<file path="config.mk">
export PLATFORM = sky130hd
export DESIGN_NAME = fifo_level
export DESIGN_NICKNAME = d
export VERILOG_FILES = /design/src/rtl/fifo_level.sv
export SDC_FILE = /design/constraint.sdc
export NUM_CORES = 1
export LEC_CHECK = 0
export ABC_AREA = 1
export CORE_MARGIN = 8
export CORE_UTILIZATION = 54
export DETAILED_ROUTE_END_ITERATION = 8
export PLACE_DENSITY = 0.76
export SLEW_MARGIN = 10
export SYNTH_ARGS = -nofsm -noshare
export SYNTH_HDL_FRONTEND = slang
export SYNTH_SLANG_ARGS = --single-unit
</file>
<file path="constraint.sdc">
create_clock -name clk -period 2.35 [get_ports clk]
set_input_delay 0.235 -clock clk [delete_from_list [all_inputs] [get_ports clk]]
set_output_delay 0.235 -clock clk [all_outputs]
set_load 0.01 [all_outputs]
</file>
<file path="src/rtl/fifo_level.sv">
// rtl/fifo_level.sv - synchronous FIFO with registered occupancy, threshold flags and sticky error flags
module fifo_level #(
    parameter int DATA_WIDTH    = 8,
    parameter int DEPTH         = 16,
    parameter int FWFT          = 0,
    parameter int AFULL_THRESH  = DEPTH - 2,
    parameter int AEMPTY_THRESH = 2
) (
    input  logic                    clk,
    input  logic                    reset,
    input  logic                    clk_en,
    input  logic                    w_en,
    input  logic [DATA_WIDTH-1:0]   w_data,
    input  logic                    r_en,
    input  logic                    clr_err,
    output logic [DATA_WIDTH-1:0]   r_data,
    output logic                    r_empty,
    output logic                    w_full,
    output logic                    almost_full,
    output logic                    almost_empty,
    output logic [$clog2(DEPTH):0]  level,
    output logic                    overflow,
    output logic                    underflow
);

    localparam int AW = $clog2(DEPTH);
    localparam int LW = AW + 1;

    logic [DATA_WIDTH-1:0] mem [DEPTH];
    logic [AW-1:0]         wr_ptr;
    logic [AW-1:0]         rd_ptr;
    logic                  wr_acc;
    logic                  rd_acc;

    assign r_empty      = (level == '0);
    assign w_full       = (level == LW'(DEPTH));
    assign almost_full  = (level >= LW'(AFULL_THRESH));
    assign almost_empty = (level <= LW'(AEMPTY_THRESH));

    assign wr_acc = clk_en & w_en & ~w_full;
    assign rd_acc = clk_en & r_en & ~r_empty;

    always_ff @(posedge clk or negedge reset) begin
        if (!reset) begin
            wr_ptr <= '0;
            rd_ptr <= '0;
            level  <= '0;
        end else begin
            if (wr_acc)
                wr_ptr <= wr_ptr + AW'(1);
            if (rd_acc)
                rd_ptr <= rd_ptr + AW'(1);
            if (wr_acc && !rd_acc)
                level <= level + LW'(1);
            else if (rd_acc && !wr_acc)
                level <= level - LW'(1);
        end
    end

    // A rejected request sets its flag even if clr_err is asserted in the same cycle.
    always_ff @(posedge clk or negedge reset) begin
        if (!reset) begin
            overflow  <= 1'b0;
            underflow <= 1'b0;
        end else if (clk_en) begin
            if (w_en && w_full)
                overflow <= 1'b1;
            else if (clr_err)
                overflow <= 1'b0;
            if (r_en && r_empty)
                underflow <= 1'b1;
            else if (clr_err)
                underflow <= 1'b0;
        end
    end

    // Storage is intentionally left without reset.
    always_ff @(posedge clk) begin
        if (wr_acc)
            mem[wr_ptr] <= w_data;
    end

    generate
        if (FWFT != 0) begin : g_fwft
            assign r_data = mem[rd_ptr];
        end else begin : g_reg
            always_ff @(posedge clk or negedge reset) begin
                if (!reset)
                    r_data <= '0;
                else if (rd_acc)
                    r_data <= mem[rd_ptr];
            end
        end
    endgenerate

endmodule

</file>
==> results of run 1 <==
[worst max-delay path, stage by stage, from the launching register on]
cell	delay, ns
dfrtp_1	0.39
nor2_2	0.19
nand3_1	0.17
nand2_1	0.13
ha_1	0.20
inv_2	0.08
fa_1	0.40
a21oi_1	0.19
nor2_1	0.07
nor2_1	0.11
xor2_1	0.16
nand2_1	0.07
nand2_1	0.07
[metal layers]
| metal | up-vias | track usage |
|---|---|---|
| li1 | 2250 | - |
| met3 | 25 | 0.0483 |
| met4 | 0 | 0.0798 |
| met5 | - | 0 |
| met2 | 167 | 0.311 |
| met1 | 2189 | 0.213 |
[final cells by class]
cell class	instances	area share
Sequential cell	151	0.558
Tap cell	168	0.0265
Timing Repair Buffer	62	0.0704
Multi-Input combinational cell	375	0.216
Clock inverter	13	0.0196
Clock buffer	19	0.0546
Inverter	117	0.0554
[power breakdown]
| part | leakage (nW) | total [mW] | internal (mW) | switching (mW) |
|---|---|---|---|---|
| registers | 1.43 | 3.39 | 3.21 | 0.186 |
| clock network | 0.285 | 2.70 | 1.66 | 1.04 |
| logic | 1.80 | 3.11 | 1.13 | 1.98 |
[kinds of logic after synthesis]
family                     count (synthesis)
adders and majority gates                 10
AOI/OAI and AO/OA                         11
and+or+nand+nor                          345
DFF                                      151
buffers and inverters                    144
xor gates and xnor gates                   9
[flip-flops by register name, summed over array words and instances (netlist names)]
| register | cells |
|---|---|
| wr_ptr | 4 |
| level | 5 |
| r_data | 8 |
| underflow | 1 |
| overflow | 1 |
| mem | 128 |
| rd_ptr | 4 |
[worst paths after layout]
kind,from,endpoint,slack (ns),cells past startpoint
max in group asynchronous,reset,wr_ptr[2],1.70,2
worst min register to register,r_data[3],r_data[3],0.48,2
worst max register to register,level[0],level[4],0.06,12
worst min-delay path,reset,r_data[6],0.09,1
min in group clk,clr_err,underflow,0.46,4
worst max-delay path,level[0],level[4],0.06,12
[what timing repair did]
action / 4_1_cts / 5_1_grt
gates resized for setup: 0 / 6
buffers inserted: 0 / 0
endpoints found under the setup margin: 0 / 2
hold endpoints to repair: 0 / 0
[cells in the mapped netlist]
cell type / n
dfrtp_1: 23
buf_4: 8
inv_2: 1
o21ai_0: 6
a21boi_0: 1
ha_1: 9
buf_2: 16
xnor2_1: 1
nand4_1: 2
a21oi_1: 3
fa_1: 1
a31oi_1: 1
buf_6: 1
nor2_1: 23
clkbuf_1: 2
nand2_1: 221
nand3_1: 99
inv_1: 114
xor2_1: 8
clkinv_1: 2
edfxtp_1: 128
[cell usage in the layout, fill, tap and decap left out]
cell	netlist	routed
a21boi_0	1	1
buf_12	0	1
nor2_1	23	21
nand4_1	2	2
a31oi_1	1	1
dfrtp_2	0	1
nor2_4	0	1
clkinv_2	0	4
edfxtp_1	128	128
bufinv_16	0	3
a21oi_1	3	3
fa_1	1	1
nor2_2	0	1
inv_6	0	1
ha_1	9	9
inv_2	1	2
clkinv_4	0	2
buf_4	8	29
xnor2_1	1	1
clkbuf_16	0	17
nand3_1	99	98
dfrtp_1	23	22
nand3_2	0	1
xor2_1	8	8
clkinvlp_4	0	2
clkdlybuf4s50_1	0	32
o21ai_0	6	6
inv_1	114	113
nand2_1	221	220
clkbuf_1	2	2
clkinv_1	2	3
nand2_2	0	1
[through the flow]
| stage | util | hold slack [ns] | total power, mW | instance area, sq um | cells |
|---|---|---|---|---|---|
| after floorplan | - | -0.0606 | 5.48 | 6710 | 670 |
| after global placement | 0.607 | 0.469 | 6.36 | 7320 | 873 |
| after detailed placement | 0.607 | 0.465 | 6.47 | 7320 | 873 |
| after CTS | 0.656 | 0.0724 | 9.18 | 7910 | 905 |
| after global routing | 0.657 | 0.0760 | 9.71 | 7930 | 905 |
| final | 0.657 | 0.0870 | 9.20 | 7930 | 905 |
==> results.cfg, run 1 <==
[synthesis]
yosysSeqAreaShare = 0.658
yosysWarnings = 0
synth-adder-area-share = 0.0198
syn-cell-area_sq_um = 6710
muxShareOfSynthArea = 0
yosysTopAreaCell = edfxtp_1
synth_area_per_cell_sq_um = 10.0
synth_top_family_by_area = simple AND/OR/NAND/NOR gates
synth_top_area_frac = 0.573
synth_compound_area_frac = 0.00876
synth-simple-area-share = 0.212
syn_inst = 670
yosysUniqueCellTypes = 21
synth_xor_area_frac = 0.0117
synth_area_leaders = edfxtp_1 (57%), nand2_1 (12%), dfrtp_1 (8.6%)
synth-seq-cells = 151
synth_nets = 694

[flow_run]
drv_cap = 0

[placed_design]
dpl.hpwl_microns = 9320
gp_congestion = 0.884
pre_cts_slack_ns = -0.0163
io_buffers = 32

[timing]
setup-violations-final = 0
max_freq_mhz = 437
max_slew_margin = 0.534
slew_violations = 0
fin_crit_ns = 2.29
tightest_slew_ns = 0.699
setup_slack_ns = 0.0597
finalClockSkew_ns = 0.00820
fin_crit_sh = 0.975
final_hold_viol_count = 0
tns_ns = 0

[final_layout]
syn2layout_area_growth_pct = 18.1
nets = 748
n_antenna_cell = 0
seq_area_sq_um = 4420
nFillCells = 899
multiInputGateArea_sq_um = 1710
drive_gt1_frac = 0.0896

[cts]
insertion_delay_ns = 0.42
cts_htree_levels = 4
ctsHoldBuffers = 0
clock-sinks = 151
numCtsBuffers = 17
clk_pin_slew_ns = 0.06
cts_tree = built
ctsLongestPathBuffers = 2
root_buffer = clkbuf_16

[global_routing]
grt_pass1_vias = 4447
grt_use_total = 0.182
antenna_found_initial = 0
grt_pass1_wl_microns = 22300
overflow = 0
grt_max_degree = 67

[detailed_routing]
top_layer = met4
routed_wirelength_microns = 14300
drt_iter0_drc = 453
wl_met1_microns = 5730
detail-route-antenna-nets = 0
drc = 0
num_vias = 4631
dr.pass1.iters = 5
viasPerCell = 5.12
wl_met3_microns = 1090
routedWlPerCell_microns = 15.8
wl_met2_microns = 7180

[critical_path]
critPathMaxFanout = 4
worstSetupStartpointType = flop
cp-end-kind = flop
cp.required_ns = 2.71
crit_arrival_ns = 2.65
path_class = reg -> reg

[floorplan]
start_util = 0.556
die_area_sq_um = 16300
rows = 40
ios = 33
fp.dieH_microns = 127
die_w_microns = 127
core_area_sq_um = 12100

[worst_hold_path]
hp-class = in -> async

[run_status]
outcome = finished, final reports clean

[pwr]
power_density_nw_per_um2 = 1160
leakage_nw = 3.52
ir_worst_vdd_v = 0.000725
Note: power is estimated with default switching activity, not from simulation.
==> inputs of run 2 (changes only) <==
--- a/config.mk
+++ b/config.mk
@@ -6,10 +6,10 @@
 export NUM_CORES = 1
 export LEC_CHECK = 0
 export ABC_AREA = 1
-export CORE_MARGIN = 8
+export CORE_MARGIN = 10
 export CORE_UTILIZATION = 54
 export DETAILED_ROUTE_END_ITERATION = 8
-export PLACE_DENSITY = 0.76
+export PLACE_DENSITY = 0.74
 export SLEW_MARGIN = 10
 export SYNTH_ARGS = -nofsm -noshare
 export SYNTH_HDL_FRONTEND = slang
==> run 2 against run 1 <==
  * Critical path depth rose by 1
  * Sequential cell count did not move
  * Combinational power grew 1%
  * Sequential power about the same
  * Critical path type unchanged
  * Clock power up 6%
  * Critical endpoint unchanged
  * Highest routed layer unchanged
  * Setup slack better by 0.13 ns
  * Largest power group unchanged
  * Register-to-register slack improved by 0.13 ns
==> results.cfg, run 2 (same netlist as run 1, synthesis figures left out) <==
[timing]
setup-violations-final = 0
fin_crit_sh = 0.921
fin_crit_ns = 2.16
setup_slack_ns = 0.186
grt_setup_unrepaired = no
finalClockSkew_ns = 0.00853
max_freq_mhz = 462
final_hold_viol_count = 0
slew_violations = 0
tightest_slew_ns = 0.739
max_slew_margin = 0.506

[placed_design]
gp_congestion = 0.869
pre_cts_slack_ns = -0.0281
dpl_cell_area_sq_um = 7310
io_buffers = 32
dpl.hpwl_microns = 9850

[critical_path]
reg2reg_to = level[4]
crit_arrival_ns = 2.53
path_class = reg -> reg
cpPeakStageDelay_ns = 0.43
timing.rr.start = level[2]
crit_top_cell = nand2_1
rrSetupSlack_ns = 0.19
cp_cell_sequence = nor2_2, nand3_1, nand2_1, inv_1, ha_1, inv_2, ha_1, a21oi_1, nor2_1, nor2_1, xor2_1, nand2_1, nand2_1
slowest_stage = dfrtp_1
worstSetupStartpointType = flop
ff2ff_path_depth = 13
cp.required_ns = 2.72
critPathMaxFanout = 5
cp-end-kind = flop

[final_layout]
postLayoutCellArea_sq_um = 7940
final_common_cell = nand2_1
largest_reg_flops = 128
multiInputGateArea_sq_um = 1700
seq_area_sq_um = 4420
reg_top3 = mem (128), r_data (8), level (5)
syn2layout_area_growth_pct = 18.4
nets = 746
nFillCells = 907
n_antenna_cell = 0
regMostFlops = mem
drive_gt1_frac = 0.0884
mostFrequentLayoutCells = nand2_1 (221), edfxtp_1 (128), inv_1 (113)

[worst_hold_path]
hp-class = in -> async

[pwr]
leakage_nw = 3.52
power_density_nw_per_um2 = 1180
ir_worst_vdd_v = 0.000656

[detailed_routing]
viasPerCell = 5.21
detail-route-antenna-nets = 0
routed_wirelength_microns = 15400
dr.pass1.iters = 6
drt_iter0_drc = 536
num_vias = 4708
drc = 0
routedWlPerCell_microns = 17.0

[cts]
numCtsBuffers = 17
clk_pin_slew_ns = 0.06
clock-sinks = 151
insertion_delay_ns = 0.43
root_buffer = clkbuf_16
cts_htree_levels = 4
ctsLongestPathBuffers = 2
cts_tree = built
postCtsSetupBuffers = 0

[global_routing]
antenna_found_initial = 0
grt_pass1_vias = 4573
grt_max_degree = 67
grt_use_total = 0.179
overflow = 0
grt_pass1_wl_microns = 24300

[floorplan]
die_area_sq_um = 17300
start_util = 0.554
ios = 33
die_w_microns = 131
core_area_sq_um = 12100
fp.dieH_microns = 131
rows = 40

[run_status]
outcome = finished, final reports clean

[flow_run]
drv_cap = 0
## run 2: cell count changes in the layout (fill, tap and decap cells not counted), sizes merged
cell / delta
buf: -2
bufinv: +1
clkbuf: -2
clkinvlp: +1
## run 2: worst max-delay path by stage
stage                        start  endpoint  depth (start not counted)
after floorplan           level[0]  level[4]                         13
after global placement      clk_en  level[4]                         14
after detailed placement    clk_en  level[4]                         14
after CTS                 level[2]  level[4]                         12
after global routing      level[2]  level[4]                         13
final                     level[2]  level[4]                         13
## run 2: cell type report
class,instances,area share
clock buffers,17,0.0536
clock inverters,15,0.0257
repair buffers,60,0.0684
inverters,117,0.0553
flip-flops and latches,151,0.556
multi-input cells,375,0.214
well taps,168,0.0265
## run 2: metal layers
layer,wire length (microns),up-vias,part of all wire,track usage
met5,0,-,0,0
met4,467,0,0.030,0.0927
met3,1130,37,0.073,0.0396
met2,7640,200,0.50,0.296
met1,6150,2229,0.40,0.216
li1,-,2242,-,-
## run 2: metrics by stage
stage / utilization / std cells / TNS (ns) / hold WS, ns / power (mW)
6_report: 0.656 / 903 / 0 / 0.159 / 9.40
3_5_place_dp: 0.603 / 871 / -0.0281 / 0.467 / 6.53
3_3_place_gp: 0.603 / 871 / 0 / 0.467 / 6.42
5_1_grt: 0.656 / 903 / 0 / 0.199 / 9.93
2_1_floorplan: - / 670 / 0 / -0.0606 / 5.48
4_1_cts: 0.655 / 903 / 0 / 0.164 / 9.40
## run 2: worst max-delay path, delay by kind of cell (launching register included)
kind,cells,cell delay (ns)
DFF,1,0.43
buffers and inverters,2,0.16
AOI/OAI and AO/OA,1,0.15
xor gates and xnor gates,1,0.15
adders and majority gates,2,0.51
and+or+nand+nor,7,0.70
## run 2: what timing repair did
| action | 4_1_cts | 5_1_grt |
|---|---|---|
| endpoints found under the setup margin | 0 | 2 |
| resized for setup | 0 | 4 |
| hold buffers | 0 | 0 |
## run 2: report_power, final
| part | internal (mW) | switching, mW |
|---|---|---|
| combinational | 1.11 | 2.05 |
| sequential | 3.21 | 0.185 |
| clock | 1.78 | 1.07 |
